<file path="config.mk">
export PLATFORM = sky130hd
export DESIGN_NAME = argmax_classifier
export DESIGN_NICKNAME = d
export VERILOG_FILES = /design/src/rtl/inference_pkg.sv /design/src/rtl/argmax_classifier.sv
export SDC_FILE = /design/constraint.sdc
export NUM_CORES = 1
export LEC_CHECK = 0
export CORE_MARGIN = 2
export CORE_UTILIZATION = 35
export CTS_CLUSTER_SIZE = 8
export DETAILED_ROUTE_END_ITERATION = 16
export GPL_TIMING_DRIVEN = 1
export PLACE_DENSITY = 0.55
export SETUP_SLACK_MARGIN = 0.15
export SYNTH_ARGS = -nofsm -noshare
export SYNTH_HDL_FRONTEND = slang
export SYNTH_SLANG_ARGS = --single-unit
export TNS_END_PERCENT = 5
</file>
<file path="constraint.sdc">
create_clock -name clk -period 2.6 [get_ports clk]
set_input_delay 0.52 -clock clk [delete_from_list [all_inputs] [get_ports clk]]
set_output_delay 0.52 -clock clk [all_outputs]
set_load 0.005 [all_outputs]
</file>
<file path="src/rtl/inference_pkg.sv">
// -----------------------------------------------------------------------------
// inference_pkg
// Shared definitions for the inference datapath: output-layer geometry
// (number of logits, logit width, class index width) and the state
// encoding of the argmax classifier that post-processes the output logits.
// -----------------------------------------------------------------------------
package inference_pkg;

    localparam int OUTPUT_SIZE  = 10;
    localparam int OUTPUT_WIDTH = 32;
    localparam int CLASS_BITS   = $clog2(OUTPUT_SIZE);

    typedef enum logic [1:0] {
        ST_IDLE  = 2'd0,
        ST_READ  = 2'd1,
        ST_DRAIN = 2'd2,
        ST_HOLD  = 2'd3
    } argmax_state_t;

endpackage : inference_pkg

</file>
<file path="src/rtl/argmax_classifier.sv">
// -----------------------------------------------------------------------------
// argmax_classifier
// Reads OUTPUT_SIZE signed logits from the outputs RAM after inference
// completes, finds the index of the largest (lowest index wins on ties) and
// presents index and score on a valid/ready result port.
//
// Ports:
//   clk                   single clock, rising edge
//   rst_n                 asynchronous active-low reset
//   start                 one-cycle pulse from inference Done (IDLE only)
//   busy                  high from the cycle after an accepted start until
//                         the result handshake completes
//   outputs_read_en       outputs RAM read enable
//   outputs_read_address  outputs RAM read address
//   outputs_read_data     RAM data, valid one cycle after read enable
//   class_valid           result valid
//   class_ready           consumer accepts the result
//   class_id              index of the maximum logit
//   class_score           value of the maximum logit (raw)
// -----------------------------------------------------------------------------
module argmax_classifier #(
    parameter int OUTPUT_SIZE       = inference_pkg::OUTPUT_SIZE,
    parameter int OUTPUT_WIDTH      = inference_pkg::OUTPUT_WIDTH,
    parameter int OUTPUT_DEPTH_BITS = $clog2(OUTPUT_SIZE),
    parameter int CLASS_BITS        = $clog2(OUTPUT_SIZE)
) (
    input  logic                         clk,
    input  logic                         rst_n,
    input  logic                         start,
    output logic                         busy,
    output logic                         outputs_read_en,
    output logic [OUTPUT_DEPTH_BITS-1:0] outputs_read_address,
    input  logic [OUTPUT_WIDTH-1:0]      outputs_read_data,
    output logic                         class_valid,
    input  logic                         class_ready,
    output logic [CLASS_BITS-1:0]        class_id,
    output logic [OUTPUT_WIDTH-1:0]      class_score
);

    import inference_pkg::*;

    localparam logic [OUTPUT_DEPTH_BITS-1:0] LAST_ADDR = OUTPUT_DEPTH_BITS'(OUTPUT_SIZE - 1);
    localparam logic [OUTPUT_DEPTH_BITS-1:0] ADDR_ONE  = OUTPUT_DEPTH_BITS'(1);

    argmax_state_t                  state_r;
    argmax_state_t                  state_next_s;

    logic                           last_addr_s;
    logic                           busy_next_s;
    logic                           read_en_next_s;
    logic [OUTPUT_DEPTH_BITS-1:0]   addr_next_s;
    logic                           valid_next_s;
    logic                           load_result_s;

    // Compare pipeline: rd_valid_r/rd_idx_r are the read enable and address
    // delayed by the RAM latency, so they line up with outputs_read_data.
    logic                           rd_valid_r;
    logic [CLASS_BITS-1:0]          rd_idx_r;
    logic signed [OUTPUT_WIDTH-1:0] max_score_r;
    logic [CLASS_BITS-1:0]          max_id_r;
    logic                           take_s;
    logic signed [OUTPUT_WIDTH-1:0] max_score_next_s;
    logic [CLASS_BITS-1:0]          max_id_next_s;

    assign last_addr_s = (outputs_read_address == LAST_ADDR);

    // FSM state register
    always_ff @(posedge clk or negedge rst_n) begin
        if (!rst_n) begin
            state_r <= ST_IDLE;
        end else begin
            state_r <= state_next_s;
        end
    end

    // FSM next-state logic; start is only honoured in IDLE
    always_comb begin
        state_next_s = state_r;
        case (state_r)
            ST_IDLE: begin
                if (start) begin
                    state_next_s = ST_READ;
                end else begin
                    state_next_s = ST_IDLE;
                end
            end
            ST_READ: begin
                if (last_addr_s) begin
                    state_next_s = ST_DRAIN;
                end else begin
                    state_next_s = ST_READ;
                end
            end
            ST_DRAIN: begin
                state_next_s = ST_HOLD;
            end
            ST_HOLD: begin
                // class_valid is high throughout HOLD, so ready alone completes it
                if (class_ready) begin
                    state_next_s = ST_IDLE;
                end else begin
                    state_next_s = ST_HOLD;
                end
            end
            default: begin
                state_next_s = ST_IDLE;
            end
        endcase
    end

    // FSM output decode: next values of the registered outputs
    always_comb begin
        busy_next_s    = (state_next_s != ST_IDLE);
        read_en_next_s = (state_next_s == ST_READ);
        valid_next_s   = (state_next_s == ST_HOLD);
        // the final datum is compared during DRAIN, so the result is taken then
        load_result_s  = (state_r == ST_DRAIN);
        addr_next_s    = outputs_read_address;
        if ((state_r == ST_IDLE) && start) begin
            addr_next_s = '0;
        end else if ((state_r == ST_READ) && !last_addr_s) begin
            addr_next_s = outputs_read_address + ADDR_ONE;
        end else begin
            addr_next_s = outputs_read_address;
        end
    end

    // Running-max update: address 0 loads unconditionally, later data only
    // when strictly greater, which keeps the lowest index on ties
    always_comb begin
        take_s           = 1'b0;
        max_score_next_s = max_score_r;
        max_id_next_s    = max_id_r;
        if (rd_valid_r) begin
            take_s = (rd_idx_r == '0) ||
                     ($signed(outputs_read_data) > max_score_r);
        end else begin
            take_s = 1'b0;
        end
        if (take_s) begin
            max_score_next_s = $signed(outputs_read_data);
            max_id_next_s    = rd_idx_r;
        end else begin
            max_score_next_s = max_score_r;
            max_id_next_s    = max_id_r;
        end
    end

    // Registered control outputs and read address
    always_ff @(posedge clk or negedge rst_n) begin
        if (!rst_n) begin
            busy                 <= 1'b0;
            outputs_read_en      <= 1'b0;
            outputs_read_address <= '0;
            class_valid          <= 1'b0;
        end else begin
            busy                 <= busy_next_s;
            outputs_read_en      <= read_en_next_s;
            outputs_read_address <= addr_next_s;
            class_valid          <= valid_next_s;
        end
    end

    // Compare pipeline and running maximum
    always_ff @(posedge clk or negedge rst_n) begin
        if (!rst_n) begin
            rd_valid_r  <= 1'b0;
            rd_idx_r    <= '0;
            max_score_r <= '0;
            max_id_r    <= '0;
        end else begin
            rd_valid_r  <= outputs_read_en;
            rd_idx_r    <= CLASS_BITS'(outputs_read_address);
            max_score_r <= max_score_next_s;
            max_id_r    <= max_id_next_s;
        end
    end

    // Result registers: loaded once per run, stable while HOLD waits for ready
    always_ff @(posedge clk or negedge rst_n) begin
        if (!rst_n) begin
            class_id    <= '0;
            class_score <= '0;
        end else if (load_result_s) begin
            class_id    <= max_id_next_s;
            class_score <= max_score_next_s;
        end else begin
            class_id    <= class_id;
            class_score <= class_score;
        end
    end

endmodule : argmax_classifier

</file>
After elaboration in Yosys (flattened, before gate mapping)
Index checks and enable logic that the tools add are counted.
{"block": "totals", "wordCells": 36, "rom_bits": 0, "latchBits": 0, "mem_bits_rw": 0, "n_memories": 0, "reg_bits": 86, "out_inout_bits": 43}
{"block": "op_classes", "div_mod_pow": 0, "n_bitwise": 0, "eq_ne": 6, "n_reduce_logical": 8, "mux": 9, "order_cmp": 1, "shift": 0, "n_mul": 0, "addsub": 1}
{"operator": "$gt A32 B32 Y1", "n": 1}
{"operator": "$mux W32", "n": 1}
{"operator": "$mux W4", "n": 3}
{"operator": "$pmux W2 S4", "n": 1}
{"operator": "$eq A2 B2 Y1 const B", "n": 3}
{"operator": "$add A4 B1 Y4 const B", "n": 1}
{"operator": "$eq A2 B1 Y1 const B", "n": 2}
{"operator": "$eq A4 B4 Y1 const B", "n": 1}
{"operator": "$logic_not A4 Y1", "n": 1}
{"operator": "$mux W2", "n": 2}
{"operator": "$reduce_bool A2 Y1", "n": 2}
{"operator": "$logic_and A1 B1 Y1", "n": 2}
{"operator": "$logic_not A2 Y1", "n": 1}
{"operator": "$mux W1", "n": 2}
{"operator": "$logic_not A1 Y1", "n": 1}
{"operator": "$logic_or A1 B1 Y1", "n": 1}

Depth between registers and ports, before layout
Gate-level depths: netlist of the first run.
{"block": "depth", "word_depth": 5, "ltp_mapped": 11}

Worst setup path before layout of the first run
OpenSTA, ideal clock, no wires.
{"block": "synth_path", "path_type": "input-to-reg", "startpoint": "input port outputs_read_data[14]", "endpoint": "register max_score_r[10]", "setup_time_ns": 0.125, "cell_stages": 9, "required_ns": 2.475, "slack_ns": -0.054, "t_arrival_ns": 2.529, "cell_sequence": "ha_1 a21oi_1 nand2_1 a221o_1 o31a_1 o211ai_2 nand3_4 buf_6 mux2_4"}
{"block": "synth_via", "elab_chain_len": 4}
{"element": "start: declaration", "line": "argmax_classifier.sv:33", "source": "input logic [OUTPUT_WIDTH-1:0] outputs_read_data,"}
{"element": "$gt A32 B32 Y1", "line": "argmax_classifier.sv:136", "source": "($signed(outputs_read_data) > max_score_r);"}
{"element": "$logic_or A1 B1 Y1", "line": "argmax_classifier.sv:135", "source": "take_s = (rd_idx_r == '0) ||"}
{"element": "$mux W1", "line": "argmax_classifier.sv:134", "source": "if (rd_valid_r) begin"}
{"element": "$mux W32", "line": "argmax_classifier.sv:140", "source": "if (take_s) begin"}
{"element": "named net max_score_next_s[10]", "line": "argmax_classifier.sv:62", "source": "logic signed [OUTPUT_WIDTH-1:0] max_score_next_s;"}
{"element": "end signal: assignment", "line": "argmax_classifier.sv:174", "source": "max_score_r <= max_score_next_s;"}
{"element": "end: declaration", "line": "argmax_classifier.sv:59", "source": "logic signed [OUTPUT_WIDTH-1:0] max_score_r;"}
The timed path passes the listed nets, and every way through them passes these cells.
A chain may end at the register's enable or synchronous reset.

Worst setup path after layout of the first run
{"block": "layout_path", "startpoint": "input port outputs_read_data[31]", "endpoint": "register max_score_r[31]"}
{"block": "layout_via", "elab_chain_len": 4}
{"element": "$gt A32 B32 Y1", "line": "argmax_classifier.sv:136"}
{"element": "$logic_or A1 B1 Y1", "line": "argmax_classifier.sv:135"}
{"element": "$mux W1", "line": "argmax_classifier.sv:134"}
{"element": "$mux W32 (*)", "line": "argmax_classifier.sv:140"}
{"element": "named net max_score_next_s[31]", "line": "argmax_classifier.sv:62"}
The timed path passes the listed nets; every way through them passes the cells marked *.

==> results of run 1 <==
## synth_stat cells (4+ instances only)
master / n
dfrtp_1: 86
nand2_1: 75
inv_1: 36
ha_1: 34
o211ai_1: 34
o311ai_1: 30
mux2_4: 28
clkbuf_1: 22
a21oi_1: 15
nor2_1: 9
nand4_1: 8
buf_6: 6
nand2b_1: 6
nor3_1: 6
a21boi_0: 5
o31a_1: 5
mux2_2: 4
nand3_1: 4
o21ai_0: 4
or2_2: 4
## worst max-delay path, cell delays in order
cell and delay, ns:
clkdlybuf4s15_1 0.24, ha_4 0.30, nand4_1 0.22, buf_6 0.21, nor4_4 0.22, buf_4 0.18, a21boi_4 0.06, buf_6 0.14
o211ai_4 0.08, nand3_4 0.13, buf_12 0.17, buf_12 0.12, buf_12 0.13, mux2_4 0.29
## layout make-up
| class | count | share of cell area |
|---|---|---|
| clock buffers | 10 | 0.0312 |
| clock inverters | 6 | 0.0142 |
| inverters | 36 | 0.0177 |
| multi-input cells | 299 | 0.400 |
| flip-flops and latches | 86 | 0.281 |
| well taps | 176 | 0.0288 |
| repair buffers | 173 | 0.227 |
## worst max-delay path by stage
stage	start	endpoint	slack [ns]
3_5_place_dp	outputs_read_data[29]	class_score[0]$_DFFE_PN0P_	-0.90
6_report	outputs_read_data[31]	max_score_r[31]$_DFF_PN0_	-0.19
4_1_cts	max_score_r[29]$_DFF_PN0_	max_score_r[31]$_DFF_PN0_	-0.17
2_1_floorplan	outputs_read_data[14]	max_score_r[10]$_DFF_PN0_	0.06
3_3_place_gp	outputs_read_data[29]	class_score[30]$_DFFE_PN0P_	-0.88
5_1_grt	max_score_r[31]$_DFF_PN0_	max_score_r[31]$_DFF_PN0_	-0.29
## metal layers
metal,global-route usage,up-vias,share of wire
li1,-,1955,-
met1,0.263,2023,0.47
met2,0.308,71,0.49
met3,0.0307,14,0.027
met4,0.0719,0,0.020
met5,0,-,0
## flip-flops by register name, summed over array words and instances, names as in the netlist
name,count
busy,1
class_id,4
class_score,32
class_valid,1
max_id_r,4
max_score_r,32
outputs_read_address,4
outputs_read_en,1
rd_idx_r,4
rd_valid_r,1
state_r,2
## cell families after synthesis
kind of cell / share of synthesized area
mux: 0.0982
flops: 0.454
buf+inv: 0.0612
fa+ha+maj: 0.0897
xor+xnor: 0.00370
compound gates: 0.173
simple gates: 0.120
## through the flow
step                      instances  hold slack [ns]  worst slack [ns]   util  setup TNS [ns]
after floorplan                 450            0.224            0.0558      -               0
after global placement          744            0.367            -0.879  0.482          -58.17
after detailed placement        744            0.371            -0.896  0.482          -59.20
after CTS                       784            0.135            -0.168  0.554           -5.98
after global routing            786            0.165            -0.288  0.578          -14.73
final                           786            0.126            -0.190  0.578           -7.75
## layout by cell type, fill, tap and decap left out, types with 5 or more instances in the layout
cell,instances
dfrtp_1,86
nand2_1,75
buf_4,68
clkdlybuf4s50_1,45
o211ai_1,34
inv_1,32
mux2_4,32
dlygate4sd2_1,21
ha_4,19
o311ai_4,15
ha_1,14
o311ai_2,12
buf_6,12
a21oi_1,10
clkbuf_16,10
buf_12,10
nand4_1,8
nor2_1,8
clkdlybuf4s15_1,7
nand2b_1,6
o31a_1,5
a21boi_0,5
## power by group through the flow
stage	sequential, mW	clock (mW)	combinational [mW]
CTS	2.46	1.55	6.28
global route	2.55	1.60	7.25
global placement	2.46	0	4.89
detailed placement	2.47	0	4.95
floorplan	2.40	0	3.01
finish	2.46	1.51	6.75
## timing repair
action	in CTS	in global routing
resized for setup	101	50
gates cloned	3	1
pin swaps	51	38
setup buffers	21	1
hold endpoints to repair	0	0
setup endpoints to repair	72	72
==> results by group, run 1 <==
Outcome
  • Status: finished with violations
  • Failing checks: setup timing

Hold path
  • Min-delay worst type: in2async

Detailed routing
  • Total vias in the final route: roughly 4,100
  • TritonRoute pass-1 iters: 4
  • Post-DRT Antenna Nets: 0
  • Vias/cell: between 5 and 6
  • DRC Markers: 0
  • Drt initial violations: between 200 and 250
  • Final wirelength: 13.5 mm
  • WL/cell: roughly 17 microns

Logic synthesis
  • Largest cells by area after synthesis: dfrtp_1, ha_1, mux2_4
  • EDFF count, synth: 0
  • Async SR Flop Fraction: 1.00
  • Synth top area share: 0.454
  • Sequential fraction of the synthesis area: 0.454
  • Mean post-synth cell area: 10.5 sq um
  • Synthesized area: between 4000 and 5000 sq um
  • Post-synthesis cell type count: between 40 and 50
  • Syn Nets: 520
  • Ys Warns: 0
  • Flops & latches, synth: 86
  • Largest area contributor in the netlist: dfrtp_1
  • Predominant post-synthesis flop cell: dfrtp_1
  • Syn Inst Count: 450

Finish
  • Finished Cell Area: about 7600 sq um
  • Multi-input gate area: a little over 3000 sq um
  • Share of cells above drive strength 1: 0.369
  • Area growth syn-to-layout: 61.4%
  • Seq. cell area: roughly 2200 sq um
  • Fill cell count: approximately 1,100
  • Antenna fix cells: 0
  • # nets final: just under 700

Power
  • Logic pwr share: 0.629
  • Clock share of power: 0.141
  • Total power: ~11 mW
  • Reg power frac: 0.230
  • Pleak: between 3 and 4 nW
  • Worst vdd ir: 0.000680 V
  • P per Cell Area: 1400 nW/um^2
  • Sw frac: 0.364
  • Cell internal pwr: between 6 and 7 mW
  • Net Sw Power: approximately 3.9 mW

Clocking
  • Longest Clk Path Bufs: 2
  • Worst-Skew Late Latency: around 0.35 ns
  • Total CTS buffers: 9
  • Clock sinks: 86
  • CTS root buf: clkbuf_16
  • H-tree depth: 3
  • CTS tree: done
  • # hold bufs at CTS: 0
  • Clk slew on worst S/H paths: about 0.070 ns

Placement
  • Hpwl dp: about 8.4 mm
  • Final GP Congestion: roughly 0.75
  • IO Port Bufs: slightly below 80
  • DP Area: 6380 sq um

STA
  • Crit share post-route: 1.07
  • Final min period: 2.79 ns
  • Slew margin rel.: 0.358
  • Max Freq: 358 MHz
  • RSZ-0062 raised after global routing: true
  • Least-Margin Pin Slew: between 0.9 and 1 ns
  • Slew Viols, Final: 0
  • Final hold vios: 0
  • Final WS setup: -0.190 ns
  • Final clock skew: between 0.01 and 0.015 ns
  • Final setup fails: 63

Global routing
  • First-pass GRT wire length: around 22 mm
  • Tot GR Track Use: 0.192
  • Vias in the first global route: between 4,000 and 5,000
  • Initial antenna violation count: 0
  • Pin count of the biggest net entering global routing: 53
  • Grt total ovfl: 0

Critical path
  • Worst Path Required: ~2.8 ns
  • Max FO, Critical Path: 6
  • CP Capture Type: flop
  • Worst setup SP type: input port
  • Reg2Reg Setup Slack: -0.19 ns
  • Reg2Reg Launch Point: max_score_r[31]$_DFF_PN0_
  • CP Class: in2reg
  • Worst endpoint data arrival time: 3.02 ns
  • FF-to-FF End: max_score_r[31]$_DFF_PN0_
  • Reg2Reg Depth: 14

Floorplan
  • Die area: roughly 14,000 sq um
  • Die Ht: 120 microns
  • Row cnt: 42
  • Core ar.: 13,200 sq um
  • Initial Util: 0.358
  • I/O pin cnt: 79
  • Chip Width: 120 microns

Flow run
  • Max_cap viols: 0
Note: power is estimated with default switching activity, not from simulation.
==> inputs of run 2 (changes only) <==
SLEW_MARGIN = 10   (was unset)
==> results of run 2 <==
Same layout as run 1: the final DEF is identical, and so are final timing and power.
==> inputs of run 3 (changes only) <==
CORE_MARGIN = 3   (was 2)
PLACE_DENSITY = 0.52   (was 0.55)
clock period = 3.45 ns   (was 2.6 ns; I/O delays follow)
==> run 3 against run 2 <==
Net effect: combinational power down 51%; sequential share of layout area up 6.2 points; die area grew 3.4%; the flow now finishes without violations; critical path depth shrank 4; largest cell class unchanged; worst setup slack gained 0.47 ns; sequential cell count unchanged; clock skew about the same; sequential power down 24%; largest power group unchanged; critical endpoint is now max_score_r[11]$_DFF_PN0_; non-clock buffer count shrank 62; first-iteration DRC count decreased by 14%.
==> results by group, run 3 (same netlist as run 1, synthesis figures left out) <==
STA
  • RSZ-0062 raised after global routing: true (unchanged)
  • Slew margin rel.: 0.455 (was 0.358)
  • Least-Margin Pin Slew: 0.816 ns (was 0.962 ns)
  • Final WS setup: 0.280 ns (was -0.190 ns)
  • Final setup fails: 0 (was 63)
  • Slew Viols, Final: 0 (unchanged)
  • Setup TNS: 0 ns (was -7.75 ns)
  • Max Freq: 315 MHz
  • Final min period: approximately 3.2 ns
  • Final clock skew: 0.00975 ns (was 0.0102 ns)
  • Crit share post-route: 0.919
  • Hold slack final: 0.337 ns (was 0.126 ns)
  • Final hold vios: 0 (unchanged)

Clocking
  • Post-CTS setup buffer count: 0 (was 21)
  • Total CTS buffers: 9 (unchanged)
  • Clk slew on worst S/H paths: 0.06 ns (was 0.07 ns)
  • Clock sinks: 86 (unchanged)
  • Worst-Skew Late Latency: 0.35 ns (about the same)
  • CTS tree: done (unchanged)
  • CTS root buf: clkbuf_16 (unchanged)
  • H-tree depth: 3 (unchanged)
  • Longest Clk Path Bufs: 2 (unchanged)

Detailed routing
  • DRC Markers: 0 (unchanged)
  • TritonRoute pass-1 iters: 4 (unchanged)
  • Vias/cell: 5.12 (was 5.17)
  • Final wirelength: 11.8 mm (was 13.5 mm)
  • Total vias in the final route: 3,685 (was 4,063)
  • Post-DRT Antenna Nets: 0 (unchanged)
  • WL/cell: 16.4 microns (was 17.1 microns)
  • Drt initial violations: 178 (was 207)

Outcome
  • Status: finished, final reports clean (was finished with violations)

Critical path
  • CP Capture Type: flop (unchanged)
  • Max FO, Critical Path: 24 (was 6)
  • Worst endpoint data arrival time: 3.40 ns (was 3.02 ns)
  • CP Class: in2reg (unchanged)
  • Reg2Reg Launch Point: max_score_r[14]$_DFF_PN0_ (was max_score_r[31]$_DFF_PN0_)
  • Worst setup SP type: input port (unchanged)
  • Worst Path Required: 3.68 ns (was 2.83 ns)
  • FF-to-FF End: class_score[5]$_DFFE_PN0P_ (was max_score_r[31]$_DFF_PN0_)
  • Reg2Reg Depth: 10 (was 14)
  • Reg2Reg Setup Slack: 0.71 ns (was -0.19 ns)

Placement
  • Final GP Congestion: 0.781 (was 0.755)
  • Hpwl dp: 8.13 mm (was 8.44 mm)
  • IO Port Bufs: 78 (unchanged)
  • DP Area: 5900 sq um (was 6380 sq um)
  • Dpl ws: -0.195 ns (was -0.896 ns)
  • Cell total after placement: 704 (was 744)

Floorplan
  • I/O pin cnt: 79 (unchanged)
  • Chip Width: 122 microns (was 120 microns)
  • Initial Util: 0.367 (was 0.358)
  • Core ar.: 12,900 sq um (was 13,200 sq um)
  • Row cnt: 41 (was 42)
  • Die area: 15,000 sq um (was 14,500 sq um)
  • Die Ht: 122 microns (was 120 microns)

Hold path
  • Min-delay worst type: in2async (unchanged)

Power
  • Pleak: 2.82 nW (was 3.26 nW)
  • Worst vdd ir: 0.000374 V (was 0.000680 V)
  • P per Cell Area: 1010 nW/um^2 (was 1400 nW/um^2)
  • Total power: 6.35 mW (was 10.7 mW)

Finish
  • Most common cell after layout, fill and taps aside: dfrtp_1 (unchanged)
  • Area growth syn-to-layout: 32.0% (was 61.4%)
  • Util after Layout: 0.484 (was 0.578)
  • # nets final: 613 (was 675)
  • Fill cell count: 1,240 (was 1,103)
  • Biggest regs: class_score (32), max_score_r (32) (unchanged)
  • Highest-count cells in the layout ignoring fill and taps: dfrtp_1, clkdlybuf4s50_1, nand2_1 (was dfrtp_1, nand2_1, buf_4)
  • Multi-input gate area: 2320 sq um (was 3060 sq um)
  • Finished Cell Area: 6260 sq um (was 7650 sq um)
  • Seq. cell area: 2150 sq um (unchanged)
  • Antenna fix cells: 0 (unchanged)
  • Final Non-Filler Cells: 720 (was 786)
  • Share of cells above drive strength 1: 0.162 (was 0.369)

Global routing
  • Grt total ovfl: 0 (unchanged)
  • First-pass GRT wire length: 19.7 mm (was 22.0 mm)
  • Initial antenna violation count: 0 (unchanged)
  • Tot GR Track Use: 0.168 (was 0.192)
  • Vias in the first global route: 3,955 (was 4,180)
  • Pin count of the biggest net entering global routing: 45 (was 53)

Flow run
  • Max_cap viols: 0 (unchanged)
-- run 3: cell count changes in the layout (fill, tap and decap cells not counted), moves of 7 or more --
| cell | change |
|---|---|
| buf_6 | -12 |
| clkdlybuf4s15_1 | -7 |
| o311ai_1 | +26 |
| clkdlybuf4s50_1 | +32 |
| dlygate4sd2_1 | -21 |
| o311ai_2 | -12 |
| ha_1 | +20 |
| o311ai_4 | -15 |
| ha_4 | -19 |
| buf_4 | -39 |
-- run 3: final cells by class --
| class | instances | share of cell area |
|---|---|---|
| clock buffer | 13 | 0.0416 |
| clock inverter | 3 | 0.0144 |
| inverter | 36 | 0.0216 |
| multi-input combinational | 299 | 0.370 |
| sequential | 86 | 0.344 |
| tap | 172 | 0.0344 |
| timing repair buffer | 111 | 0.174 |
-- run 3: per-layer routing --
layer  vias to the layer above  GRT usage  wire length (microns)
met5                         -          0                      0
met4                         0     0.0609                    159
met3                        12     0.0447                    489
met2                        71      0.265                   5470
met1                      1780      0.222                   5700
li1                       1822          -                      -
-- run 3: report_power, final --
group | internal, mW | switching [mW]
registers | 1.52 | 0.356
clock network | 0.748 | 0.399
logic | 1.79 | 1.53
total | 4.06 | 2.29
-- run 3: how the worst max path moves through the flow --
stage | startpoint | endpoint
final | outputs_read_data[30] | max_score_r[11]$_DFF_PN0_
after global routing | outputs_read_data[30] | class_score[6]$_DFFE_PN0P_
after CTS | outputs_read_data[31] | class_score[29]$_DFFE_PN0P_
after detailed placement | outputs_read_data[31] | class_score[28]$_DFFE_PN0P_
after global placement | outputs_read_data[31] | max_score_r[18]$_DFF_PN0_
after floorplan | outputs_read_data[14] | max_score_r[10]$_DFF_PN0_
-- run 3: repair_timing --
action	4_1_cts	5_1_grt
endpoints found under the hold margin	0	0
hold buffers	0	0
setup endpoints to repair	0	25
gates resized for setup	0	1
-- run 3: critical path: stages --
cell             delay (ns)
clkdlybuf4s50_1        0.46
ha_1                   0.36
nand4_1                0.25
nor2_1                 0.07
a22oi_1                0.23
o211ai_1               0.17
or3b_1                 0.47
nand3_4                0.14
buf_12                 0.21
mux2_4                 0.32
